## src/rtl/barrett_for_1889_if.sv

```systemverilog
// barrett_for_1889_if: operand/result handshake bundle for the mod-1889 Barrett reducer.
`timescale 1ns/1ps
interface barrett_for_1889_if;
    logic        in_valid;
    logic [20:0] din_a;
    logic        out_valid;
    logic [10:0] dout_r;
    modport master (output in_valid, din_a, input out_valid, dout_r);
    modport slave (input in_valid, din_a, output out_valid, dout_r);
endinterface

```

## src/rtl/barrett_for_1889.sv

```systemverilog
// barrett_for_1889: registered din_a mod 1889 via Barrett quotient estimate plus two corrections.
// Define BARRETT_PIPE_EN for the 3-stage pipeline (latency 3); default is single stage (latency 1).
`timescale 1ns/1ps
module barrett_for_1889 (
    input logic                clk,
    input logic                rst_n,
    barrett_for_1889_if.slave  s_bus
);
    localparam int MOD   = 1889;
    localparam int IN_W  = 21;
    localparam int OUT_W = 11;
    localparam int SHIFT = 22;
    localparam int MU    = 2220;
    localparam int R_W   = OUT_W + 2;
    logic [OUT_W-1:0] w_q, w_rq, w_res;
    logic [IN_W-1:0]  w_ra;
    logic [R_W-1:0]   w_r, w_rc, w_c1;
    logic [OUT_W-1:0] r_dout;
    logic             r_out_valid;
    // Only the upper bits of the product matter, so the quotient is taken straight from it.
    assign w_q   = OUT_W'((33'(s_bus.din_a) * 33'(MU)) >> SHIFT);
    assign w_r   = R_W'(w_ra - IN_W'(w_rq) * IN_W'(MOD));
    assign w_c1  = (w_rc >= R_W'(MOD)) ? w_rc - R_W'(MOD) : w_rc;
    assign w_res = (w_c1 >= R_W'(MOD)) ? OUT_W'(w_c1 - R_W'(MOD)) : w_c1[OUT_W-1:0];
`ifdef BARRETT_PIPE_EN
    logic [OUT_W-1:0] r_q;
    logic [IN_W-1:0]  r_a;
    logic [R_W-1:0]   r_r;
    logic             r_v1, r_v2;
    assign w_ra = r_a;
    assign w_rq = r_q;
    assign w_rc = r_r;
    always_ff @(posedge clk or negedge rst_n) begin
        if (!rst_n) begin
            r_q         <= '0;
            r_a         <= '0;
            r_r         <= '0;
            r_v1        <= 1'b0;
            r_v2        <= 1'b0;
            r_dout      <= '0;
            r_out_valid <= 1'b0;
        end else begin
            r_v1        <= s_bus.in_valid;
            r_v2        <= r_v1;
            r_out_valid <= r_v2;
            if (s_bus.in_valid) begin
                r_q <= w_q;
                r_a <= s_bus.din_a;
            end
            if (r_v1) r_r <= w_r;
            if (r_v2) r_dout <= w_res;
        end
    end
`else
    assign w_ra = s_bus.din_a;
    assign w_rq = w_q;
    assign w_rc = w_r;
    always_ff @(posedge clk or negedge rst_n) begin
        if (!rst_n) begin
            r_dout      <= '0;
            r_out_valid <= 1'b0;
        end else begin
            r_out_valid <= s_bus.in_valid;
            if (s_bus.in_valid) r_dout <= w_res;
        end
    end
`endif
    assign s_bus.out_valid = r_out_valid;
    assign s_bus.dout_r    = r_dout;
endmodule

```

## src/flat_wrapper.sv

```systemverilog
// flat-port wrapper written by rule: the top's interface ports become plain ports
module barrett_for_1889_flat 
  (clk, rst_n, s_bus_in_valid, s_bus_din_a, s_bus_out_valid, s_bus_dout_r);
  barrett_for_1889_if s_bus_i ();
  input logic clk;
  input logic rst_n;
  input wire logic [$bits(s_bus_i.in_valid)-1:0] s_bus_in_valid;
  input wire logic [$bits(s_bus_i.din_a)-1:0] s_bus_din_a;
  output wire logic [$bits(s_bus_i.out_valid)-1:0] s_bus_out_valid;
  output wire logic [$bits(s_bus_i.dout_r)-1:0] s_bus_dout_r;
  assign s_bus_i.in_valid = s_bus_in_valid;
  assign s_bus_i.din_a = s_bus_din_a;
  assign s_bus_out_valid = s_bus_i.out_valid;
  assign s_bus_dout_r = s_bus_i.dout_r;
  barrett_for_1889 u_core (.clk(clk), .rst_n(rst_n), .s_bus(s_bus_i));
endmodule
```

## config.mk

```make
export PLATFORM = sky130hd
export DESIGN_NAME = barrett_for_1889_flat
export DESIGN_NICKNAME = d
export VERILOG_FILES = /design/src/rtl/barrett_for_1889_if.sv /design/src/rtl/barrett_for_1889.sv /design/src/flat_wrapper.sv
export SDC_FILE = /design/constraint.sdc
export NUM_CORES = 1
export LEC_CHECK = 0
export CAP_MARGIN = 10
export CELL_PAD_IN_SITES_DETAIL_PLACEMENT = 1
export CELL_PAD_IN_SITES_GLOBAL_PLACEMENT = 2
export CORE_MARGIN = 8
export CORE_UTILIZATION = 40
export DETAILED_ROUTE_END_ITERATION = 8
export PLACE_DENSITY_LB_ADDON = 0.2
export SLEW_MARGIN = 20
export SYNTH_ARGS = -nofsm -noshare
export SYNTH_HDL_FRONTEND = slang
export SYNTH_SLANG_ARGS = --single-unit
export TNS_END_PERCENT = 50
```

## constraint.sdc

```tcl
create_clock -name clk -period 0.8 [get_ports clk]
set_input_delay 0.08 -clock clk [delete_from_list [all_inputs] [get_ports clk]]
set_output_delay 0.08 -clock clk [all_outputs]
set_load 0.02 [all_outputs]
```

==> results summary, run 1 <==
The endpoint identified for the worst register-to-register timing path is u_core.s_bus.dout_r[1]. The count of warnings emitted by yosys came out at 0. After synthesis, the largest family of logic cells by area is adder cells. The number of nets handed over by synthesis was 903. Along the worst path, the maximum fanout reaches 7. The final critical-path required period came out at 9.30 ns.

The maximum clock skew at final layout is 0 ns. Entering global routing, the biggest net connects 13 pins. Row generation in the floorplan step produced 45 rows. Static timing analysis puts the maximum clock frequency at 108 MHz. The synthesized-area fraction occupied by ao, oa, aoi and oai cells is 13.4%.

The portion of the post-synthesis area used by sequential elements is 4.86%. The total overflow reported by the global router is 0. The final critical-path share of the clock period came out at 1160%. The worst setup path is launched from an input pin.

The worst register-to-register path has a depth of 3. The clock tree from TritonCTS is built. The gate count of the mapped netlist came out at 658. In this run the remaining antenna-violating nets after routing total 0. The multiplexer share of the synthesized area is 1.09%. The number of antenna violations at the first check in global routing came to 0. The detailed-route wire length per cell is 19.7 um. The adder-cell area share of the yosys netlist is 52.8%.

The global routing usage on met3 came out at 1.19%. The combined global-route utilization of all metal layers came out at 19.6%. On the critical path, the stage with the largest delay is an instance of fa_1. For this run, the leading register cell type out of synthesis is dfrtp_1.

The library cell used most frequently in the layout, excluding fill and tap cells, is buf_4. The die width is 140 um. The vias per cell is 5.27. For the worst setup path, the data arrival time is 9.44 ns. During I/O placement, the number of pins put on the boundary was 36. The fraction of final layout cells with drive strength greater than 1 is 46.2%. The number of buffers created by CTS is 3.

The initial cell density of the core is 40.8%. Setup repair after global routing could not meet its margin everywhere. The final reports fail on negative setup slack. The routing usage on met2 is 42.7%.

The post-synthesis sequential element count came out at 12. The synthesized-area fraction occupied by and/or/nand/nor cells came out at 9.99%. The worst setup margin is -8.50 ns.

Headroom to the max-slew limit came out at 71.0%. The transition time at the pin with the least slew margin came out at 0.432 ns. The layout-stage area growth over the synthesis result came out at 56.4%. The post-synthesis cell area is 6170 um2. The worst setup timing slack at the placement stage came out at -9.32 ns. The data required time of the worst path came out at 0.94 ns. The number of maximum-capacitance violations is 0. Clock-pin slew was measured on the worst setup and hold paths at 0.04 ns. The die covers 19,700 um2. After the first detailed-routing iteration, the DRC count stood at 155.

The fraction of the core area covered by cells at the end of the flow is 63.8%. The number of distinct library cells after synthesis is 75. The proportion of register bits with asynchronous set or reset after synthesis came out at 100%.

The clock tree buffer depth came out at 2. The first detailed-routing pass ran for 4 iterations. The die is 140 um tall. The global routing stage identified its most utilized layer as met2. The top cell types in the final layout, fill and taps aside, are buf_4 (207), inv_1 (118), ha_1 (102). The reg-to-reg setup timing slack came out at -0.02 ns. The synthesized area per cell came out at 9.38 um2.

The number of nets in the layout is 1,154. The worst setup path is captured at a register. The flow ran to the end, but the final reports show violations.

The root buffer cell chosen for the clock tree is clkbuf_16. The maximum level of the CTS H-tree came out at 1. Clock latency on the worst-skew pair, taken at its later pin, is 0.23 ns. The first-pass GRT wire length is 31,500 um. Wires add up to 21,600 um. The number of remaining DRC errors is 0. The final-report max-slew violation count is 0. The count of clock tree sinks is 12. The number of global-route vias before repair is 6,555. The delay of the slowest cell on the worst path is 0.54 ns. The number of endpoints with negative hold slack in the final report came out at 0. The xor and xnor area share after synthesis came out at 9.04%. The count of input and output buffers came out at 35. The final weighted congestion in routability-driven placement is 0.863.

The area of the core is 15,100 um2. The path class of the tightest hold or removal check is in2async. The met1 usage came out at 19.6%.

The total number of vias is 5,776. In this design, the critical path's most frequently occurring cell is fa_1. The startpoint-to-endpoint class of the critical path is in2reg. The number of enable-type register cells in the synthesized netlist is 0. Setup violations remaining at the end of the flow were counted as 23.

The startpoint identified for the worst register-to-register timing path is u_core.s_bus.dout_r[1]. The final HPWL from detailed placement came out at 16,700 um. The antenna diode count came out at 0.
## metrics by stage
stage          instances  hold slack, ns  TNS [ns]  area (um2)
2_1_floorplan        658          -0.216    -86.74        6580
3_3_place_gp        1058           0.394   -101.25        8500
3_5_place_dp        1058           0.429   -104.29        8500
4_1_cts             1083           0.183    -92.92        9060
5_1_grt             1095           0.199    -96.10        9660
6_report            1095           0.174    -92.83        9660
## critical path: cells and delay by family
| family | cells | cell delay, ns |
|---|---|---|
| adders and majority gates | 12 | 4.84 |
| AOI/OAI and AO/OA | 10 | 1.99 |
| xor gates and xnor gates | 3 | 0.99 |
| buffers and inverters | 9 | 0.89 |
| and+or+nand+nor | 5 | 0.62 |
## cell type report
type	instances	area [um2]
repair buffers	253	2010
fillers	1609	5490
flip-flops and latches	12	300
clock buffers	3	75.1
multi-input cells	504	6530
inverters	135	507
well taps	188	235
## cell families after synthesis
family / count (synthesis)
xor gates and xnor gates: 55
DFF: 12
buffers and inverters: 142
AOI/OAI and AO/OA: 110
muxes: 6
adders and majority gates: 221
and+or+nand+nor: 112
## flip-flops by register name, summed over array words and instances, names as in the netlist
name,count
u_core.s_bus.dout_r,11
u_core.s_bus.out_valid,1
## how the worst max path moves through the flow
stage | start | endpoint | slack, ns
finish | s_bus_din_a[1] | u_core.s_bus.dout_r[10] | -8.50
global route | s_bus_din_a[1] | u_core.s_bus.dout_r[10] | -8.77
detailed placement | s_bus_din_a[12] | u_core.s_bus.dout_r[10] | -9.32
CTS | s_bus_din_a[9] | u_core.s_bus.dout_r[10] | -8.47
global placement | s_bus_din_a[11] | u_core.s_bus.dout_r[10] | -9.03
floorplan | s_bus_din_a[7] | u_core.s_bus.dout_r[6] | -7.98
## cells in the mapped netlist, types with 4 or more instances
cell	number	area share, %
a21o_1	8	0.97
a21oi_1	27	2.2
a31oi_1	8	0.81
clkbuf_1	6	0.36
dfrtp_1	12	4.9
fa_1	66	21
ha_1	155	31
inv_1	135	8.2
mux2_2	5	0.91
nand2_1	21	1.3
nand2b_1	7	0.71
nand3_1	15	1.2
nand4_1	5	0.51
nor2_1	21	1.3
nor2b_1	5	0.51
nor3_1	8	0.65
o21a_1	9	1.1
o21ai_0	9	0.73
o31ai_1	4	0.49
or2_2	4	0.41
xnor2_1	37	5.2
xor2_1	12	1.7
## metal layers
layer | vias to the layer above | wire [um] | part of all wire, %
met5 | - | 0 | 0
met4 | 0 | 728 | 3.4
met3 | 46 | 275 | 1.3
met2 | 86 | 12600 | 58
met1 | 2903 | 8020 | 37
li1 | 2741 | - | -
## timing repair
| item | CTS | global route |
|---|---|---|
| endpoints found under the setup margin | 23 | 23 |
| hold buffers | 0 | 0 |
| pin swaps | 60 | 58 |
| hold endpoints to repair | 0 | 0 |
| setup buffers | 22 | 17 |
| resized for setup | 168 | 102 |
Power of run 1 is not shown: default switching activity piles up to over one toggle a cycle in this logic, so the estimate is an artifact.
==> run 2: changes to the inputs <==
- CORE_ASPECT_RATIO: default -> 0.6
- CORE_MARGIN: 8 -> default
==> run 2 against run 1 <==
  * The run still ends with negative setup slack left
  * Critical endpoint is now u_core.s_bus.dout_r[0]
  * Setup slack worse by 0.18 ns
  * Largest cell class unchanged
  * Sequential share of layout area hardly changed
  * First-iteration DRC count is 84% higher
==> results summary, run 2 (same netlist as run 1, synthesis figures left out) <==
The run finished, with violations left. The final reports fail on negative setup slack. The combined global-route utilization of all metal layers came to 30.5% (+11 points).

The pin count of the biggest net entering global routing is 13 (unchanged). The maximum clock skew at final layout came out at 0 ns (unchanged). The count of cells along the worst register-to-register path came out at 2 (-1). The final-report max-slew violation count was 0 (unchanged). The cell sitting at the root of the clock tree is a clkbuf_16. The number of remaining DRC errors is 0 (unchanged). The final total negative setup slack is -95.24 ns (-2.41 ns). The maximum level of the CTS H-tree is 1 (unchanged). The fraction of the core area covered by cells at the end of the flow came to 64.8% (+1.0 points). The buffer and inverter count on the worst path is 9 (unchanged).

The area of the core came out at 14,800 um2 (-2.5%). The largest driver fanout on the critical path came out at 8 (+1). In this run the critical register-to-register path is captured at u_core.s_bus.dout_r[4]. The number of filler cells placed in the layout is 1,609 (unchanged). The final weighted congestion in routability-driven placement is 0.916 (+6.1%). The die width came out at 162 um (+16%). The number of flip-flops under the largest register name is 11 (unchanged).

STA classifies the critical path endpoint as a register. The detailed-route wire length per cell came out at 22.6 um (+14%). The initial cell density of the core is 41.8% (+1.1 points). The first-pass GRT wire length came to 37,100 um (+18%).

The final HPWL from detailed placement came to 18,500 um (+11%). The count of input and output buffers was 35 (unchanged). In the layout the commonest cells are buf_4 (203), inv_1 (119), ha_1 (111). The fraction of final layout cells with drive strength greater than 1 is 44.4% (-1.8 points).

The final critical-path share of the clock period is 1180% (+23 points). The number of antenna violations at the first check in global routing came out at 0 (unchanged). The count of clock tree sinks came out at 12 (unchanged). The clock tree buffer depth came out at 2 (unchanged).

The antenna diode count came to 0 (unchanged). Counting stages on the worst path, the most repeated cell is ha_4. The number of endpoints with negative hold slack in the final report came out at 0 (unchanged). The reg-to-reg setup timing slack is -0.14 ns (-0.12 ns). The vias per cell is 5.39 (+2.2%). The worst setup margin came out at -8.68 ns (-0.181 ns). STA classifies the critical path startpoint as an input pin.

The number of buffers created by CTS is 3 (unchanged). The number of endpoints failing setup at the final stage was 23 (unchanged). The data required time of the worst path came out at 0.92 ns (-0.02 ns).

The transition time at the pin with the least slew margin is 0.602 ns (+0.170 ns). The slowest stage of the critical path belongs to the cell fa_2. The total number of vias came out at 5,941 (+2.9%). The number of maximum-capacitance violations is 0 (unchanged).

TritonCTS built the clock tree. The delay of the slowest cell on the worst path is 0.55 ns (about the same). The final critical-path required period is 9.48 ns (+0.181 ns).

The number of global-route vias before repair is 6,743 (+2.9%). The worst setup timing slack at the placement stage is -9.50 ns (-0.182 ns). The number of nets in the layout was 1,150 (-0.35%). Leaving out fill and tap cells, the most frequent cell in the layout is buf_4. The remaining antenna violation count after routing came out at 0 (unchanged). The first-pass detailed-route iteration total is 4 (unchanged). The category of cells accounting for the largest share of critical-path delay is adder cells. The insertion delay of the later-clocked pin in the worst-skew pair is 0.24 ns (about the same). Setup repair after global routing could not meet its margin everywhere. The clock slew seen by the registers of the worst setup and hold paths came out at 0.05 ns (about the same).

The relative max-transition margin is 59.6% (-11 points). The endpoint arrival time on the critical path came out at 9.60 ns (+0.16 ns). The count of pins on the block boundary came out at 36 (unchanged).

The total overflow reported by the global router came out at 0 (unchanged). Following the worst setup path forward leads to its endpoint at u_core.s_bus.dout_r[0]. The critical path is of the in2reg type. The layout-stage area growth over the synthesis result is 54.8%. The area of the die came out at 16,000 um2 (-19%). The type of the tightest min-delay check is in2async. The launching instance or port of the critical path is s_bus_din_a[7]. The wire length after detailed routing is 24,900 um (+15%). The die height came out at 98.2 um (-30%). The number of hold-repair buffers added at the cts stage came out at 0 (unchanged).

The maximum operating frequency is 105 MHz (-1.9%). The source of the worst register-to-register timing path is u_core.s_bus.dout_r[4]. The number of placement rows is 34 (-24%). The number of cells on the critical path is 43 (+10%). The iteration-0 DRC count of the detailed router was 285 (+84%).
[run 2: changes by cell type in the layout (fill, tap and decap cells not counted), sizes merged]
cell | before | now
clkdlybuf4s15 | 1 | 3
clkbuf | 7 | 4
dlymetal6s2s | 2 | 0
dlygate4sd2 | 4 | 7
buf | 239 | 236
[run 2: timing repair]
| action | in CTS | in global routing |
|---|---|---|
| cloned | 0 | 0 |
| pin swaps | 53 | 23 |
| buffers inserted | 15 | 18 |
| gates resized for setup | 213 | 37 |
| endpoints found under the setup margin | 23 | 23 |
[run 2: layout make-up]
cell class / count / area [um2] / area share (%)
Clock buffer: 4 / 88.8 / 0.929
Inverter: 135 / 507 / 5.30
Multi-Input combinational cell: 504 / 6450 / 67.5
Sequential cell: 12 / 300 / 3.14
Tap cell: 198 / 248 / 2.59
Timing Repair Buffer: 249 / 1970 / 20.6
[run 2: worst min-delay path by stage]
stage                                         end  start
after global placement     u_core.s_bus.dout_r[5]  rst_n
after detailed placement   u_core.s_bus.dout_r[5]  rst_n
after floorplan            u_core.s_bus.dout_r[0]  rst_n
after global routing       u_core.s_bus.dout_r[3]  rst_n
after CTS                  u_core.s_bus.dout_r[4]  rst_n
final                     u_core.s_bus.dout_r[10]  rst_n
[run 2: stage by stage]
step | hold slack [ns] | cells | instance area (um2)
final | 0.171 | 1102 | 9560
after global routing | 0.195 | 1102 | 9560
after floorplan | -0.216 | 658 | 6580
after detailed placement | 0.421 | 1065 | 8510
after global placement | 0.422 | 1065 | 8510
after CTS | 0.181 | 1084 | 9180
[run 2: layer usage]
layer,track usage (%),part of all wire [%]
met5,0,0
met4,2.54,1.9
met3,3.19,4.7
met2,51.6,47
met1,43.5,47
Power of run 2 is left out for the same reason.
==> RTL change: new RTL, config.mk and constraints of run 1 <==
The option `BARRETT_PIPE_EN` is turned on by a define.
--- a/src/rtl/barrett_for_1889.sv
+++ b/src/rtl/barrett_for_1889.sv
@@ -2,4 +2,6 @@
 // Define BARRETT_PIPE_EN for the 3-stage pipeline (latency 3); default is single stage (latency 1).
 `timescale 1ns/1ps
+`define BARRETT_PIPE_EN
+
 module barrett_for_1889 (
     input logic                clk,
Formal check against the unedited RTL: not equivalent (Yosys sat finds a counterexample within 4 cycles, from zero or initial values and one cycle with rst_n low).
==> RTL change against run 1 <==
The run still ends with negative setup slack left; wire length increased by 20%; critical path depth decreased by 23; maximum frequency rose by 110%; worst setup slack better by 4900 ps; cell area grew 19%; final cell count grew 15%; clock skew is 15 ps higher; sequential cell count rose by 39; area after synthesis increased by 19%; highest routed layer unchanged.
Power is not shown: default switching activity piles up to over one toggle a cycle in this logic, so the estimate is an artifact.
==> RTL change: results (changes against run 1) <==
status: "finished, violations left"
violations: "negative setup slack"
htree_levels: 2  # +1
cts_buffers: 5  # +2
hold_path.class: "input port to asynchronous set/reset pin"
r2r_start: "u_core.r_q[3]$_DFFE_PN0P_"
ys_types: 68  # -9.3%
synth_top_cells_by_area: "ha_1, fa_1, dfrtp_1, inv_1, xnor2_1"
drt_iter0_markers: 182  # +17%
reg.largest.list: "u_core.r_a x13, u_core.r_r x13"
num_vias: 6694  # +16%
globalplace.congestion: 0.871  # +0.92%
worstPathArrival_ps: 4540  # -4900 ps
dpl.hpwl_um: 18300  # +9.7%
portBuffers: 35  # unchanged
synth_flop_cell: "dfrtp_1"
grt_max_degree: 48  # +35
ys_seq_area_frac: 0.173  # +0.124
antenna_found_initial: 0  # unchanged
cp_max_fo: 3  # -4
tightest_slew_ps: 564  # +132 ps
skew_ps: 14.9  # +14.9 ps
drive_above_1_share: 0.483  # +0.0210
finalHoldViolations: 0  # unchanged
wirelength_um: 26000  # +20%
crit_start: "s_bus_din_a[20]"
syn_nets: 1008  # +12%
worstSkewPairLatency_ps: 310  # +80 ps
synth_warnings: 0  # unchanged
setup_viol: 52  # +130%
groute.usage.overall: 0.215  # +0.0199
nets: 1277  # +11%
setup_slack_ps: -3550  # +4940 ps
path_clk_slew_ps: 80  # +40 ps
synth_common_cells: "ha_1, inv_1, fa_1"
async_flop_share: 1.00  # unchanged
clk_path_buf_depth: 2  # unchanged
first_global_vias: 7824  # +19%
antenna_cells: 0  # unchanged
dr.pass1.iters: 4  # unchanged
cts-root-buf: "clkbuf_16"
grt_pass1_wl_um: 39200  # +24%
==> RTL change: cells by family (layout without fill, tap and decap cells) <==
kind of cell	Yosys count	count (layout)	share of synthesized area
flops	51	51	0.173
fa+ha+maj	225	225	0.451
xor+xnor	36	36	0.0438
simple gates	133	133	0.0947
compound gates	145	145	0.132
buf+inv	154	424	0.0813
mux	15	15	0.0241
==> RTL change: cell type report <==
cell class / count / area, µm²
Clock buffer: 5 / 125
Clock inverter: 3 / 27.5
Fill cell: 1912 / 6520
Inverter: 137 / 517
Multi-Input combinational cell: 554 / 6950
Sequential cell: 51 / 1280
Tap cell: 229 / 287
Timing Repair Buffer: 279 / 2310
==> RTL change: critical path, cell delays in order <==
cell and delay (ps):
clkdlybuf4s50_1 460, ha_1 220, ha_1 300, inv_1 70, fa_1 510, inv_1 80
fa_1 520, ha_1 330, ha_1 330, a21o_1 200, a21o_1 190, a21o_1 200
a21o_1 230, a221o_1 410, xor2_1 160, mux2_4 260
==> RTL change: per-stage QoR <==
stage | hold WS [ps] | instances | setup slack (ps) | area [µm²] | TNS, ps
CTS | 125 | 1240 | -3430 | 11000 | -88660
finish | 123 | 1258 | -3550 | 11500 | -89680
detailed placement | -86.0 | 1196 | -4110 | 9980 | -103970
floorplan | -216 | 759 | -3250 | 7970 | -80050
global route | 138 | 1258 | -3660 | 11500 | -94130
global placement | -87.1 | 1196 | -3970 | 9980 | -99820
==> RTL change: routing by layer <==
layer | GRT usage | up-vias | share of wire
li1 | - | 3133 | -
met1 | 0.230 | 3442 | 0.39
met2 | 0.434 | 74 | 0.57
met3 | 0.0244 | 45 | 0.017
met4 | 0.0559 | 0 | 0.025
met5 | 0 | - | 0
==> RTL change: repair_timing <==
action                                 CTS  global route
pin swaps                               90            64
setup endpoints to repair               62            61
endpoints found under the hold margin   51             0
hold buffers                             1             0
gates cloned                             0             0
buffers inserted                        38            24
gates resized for setup                227            99
==> RTL change: final timing paths <==
path,end,slack (ps),depth (start not counted)
max,u_core.r_q[7]$_DFFE_PN0P_,-3550,16
min,u_core.r_r[5]$_DFFE_PN0P_,120,2
max reg2reg,u_core.r_r[12]$_DFFE_PN0P_,-3140,13
min reg2reg,u_core.s_bus.dout_r[0]$_DFFE_PN0P_,540,2
max in group asynchronous,u_core.r_q[0]$_DFFE_PN0P_,170,3
min in group clk,u_core.r_a[7]$_DFFE_PN0P_,190,4
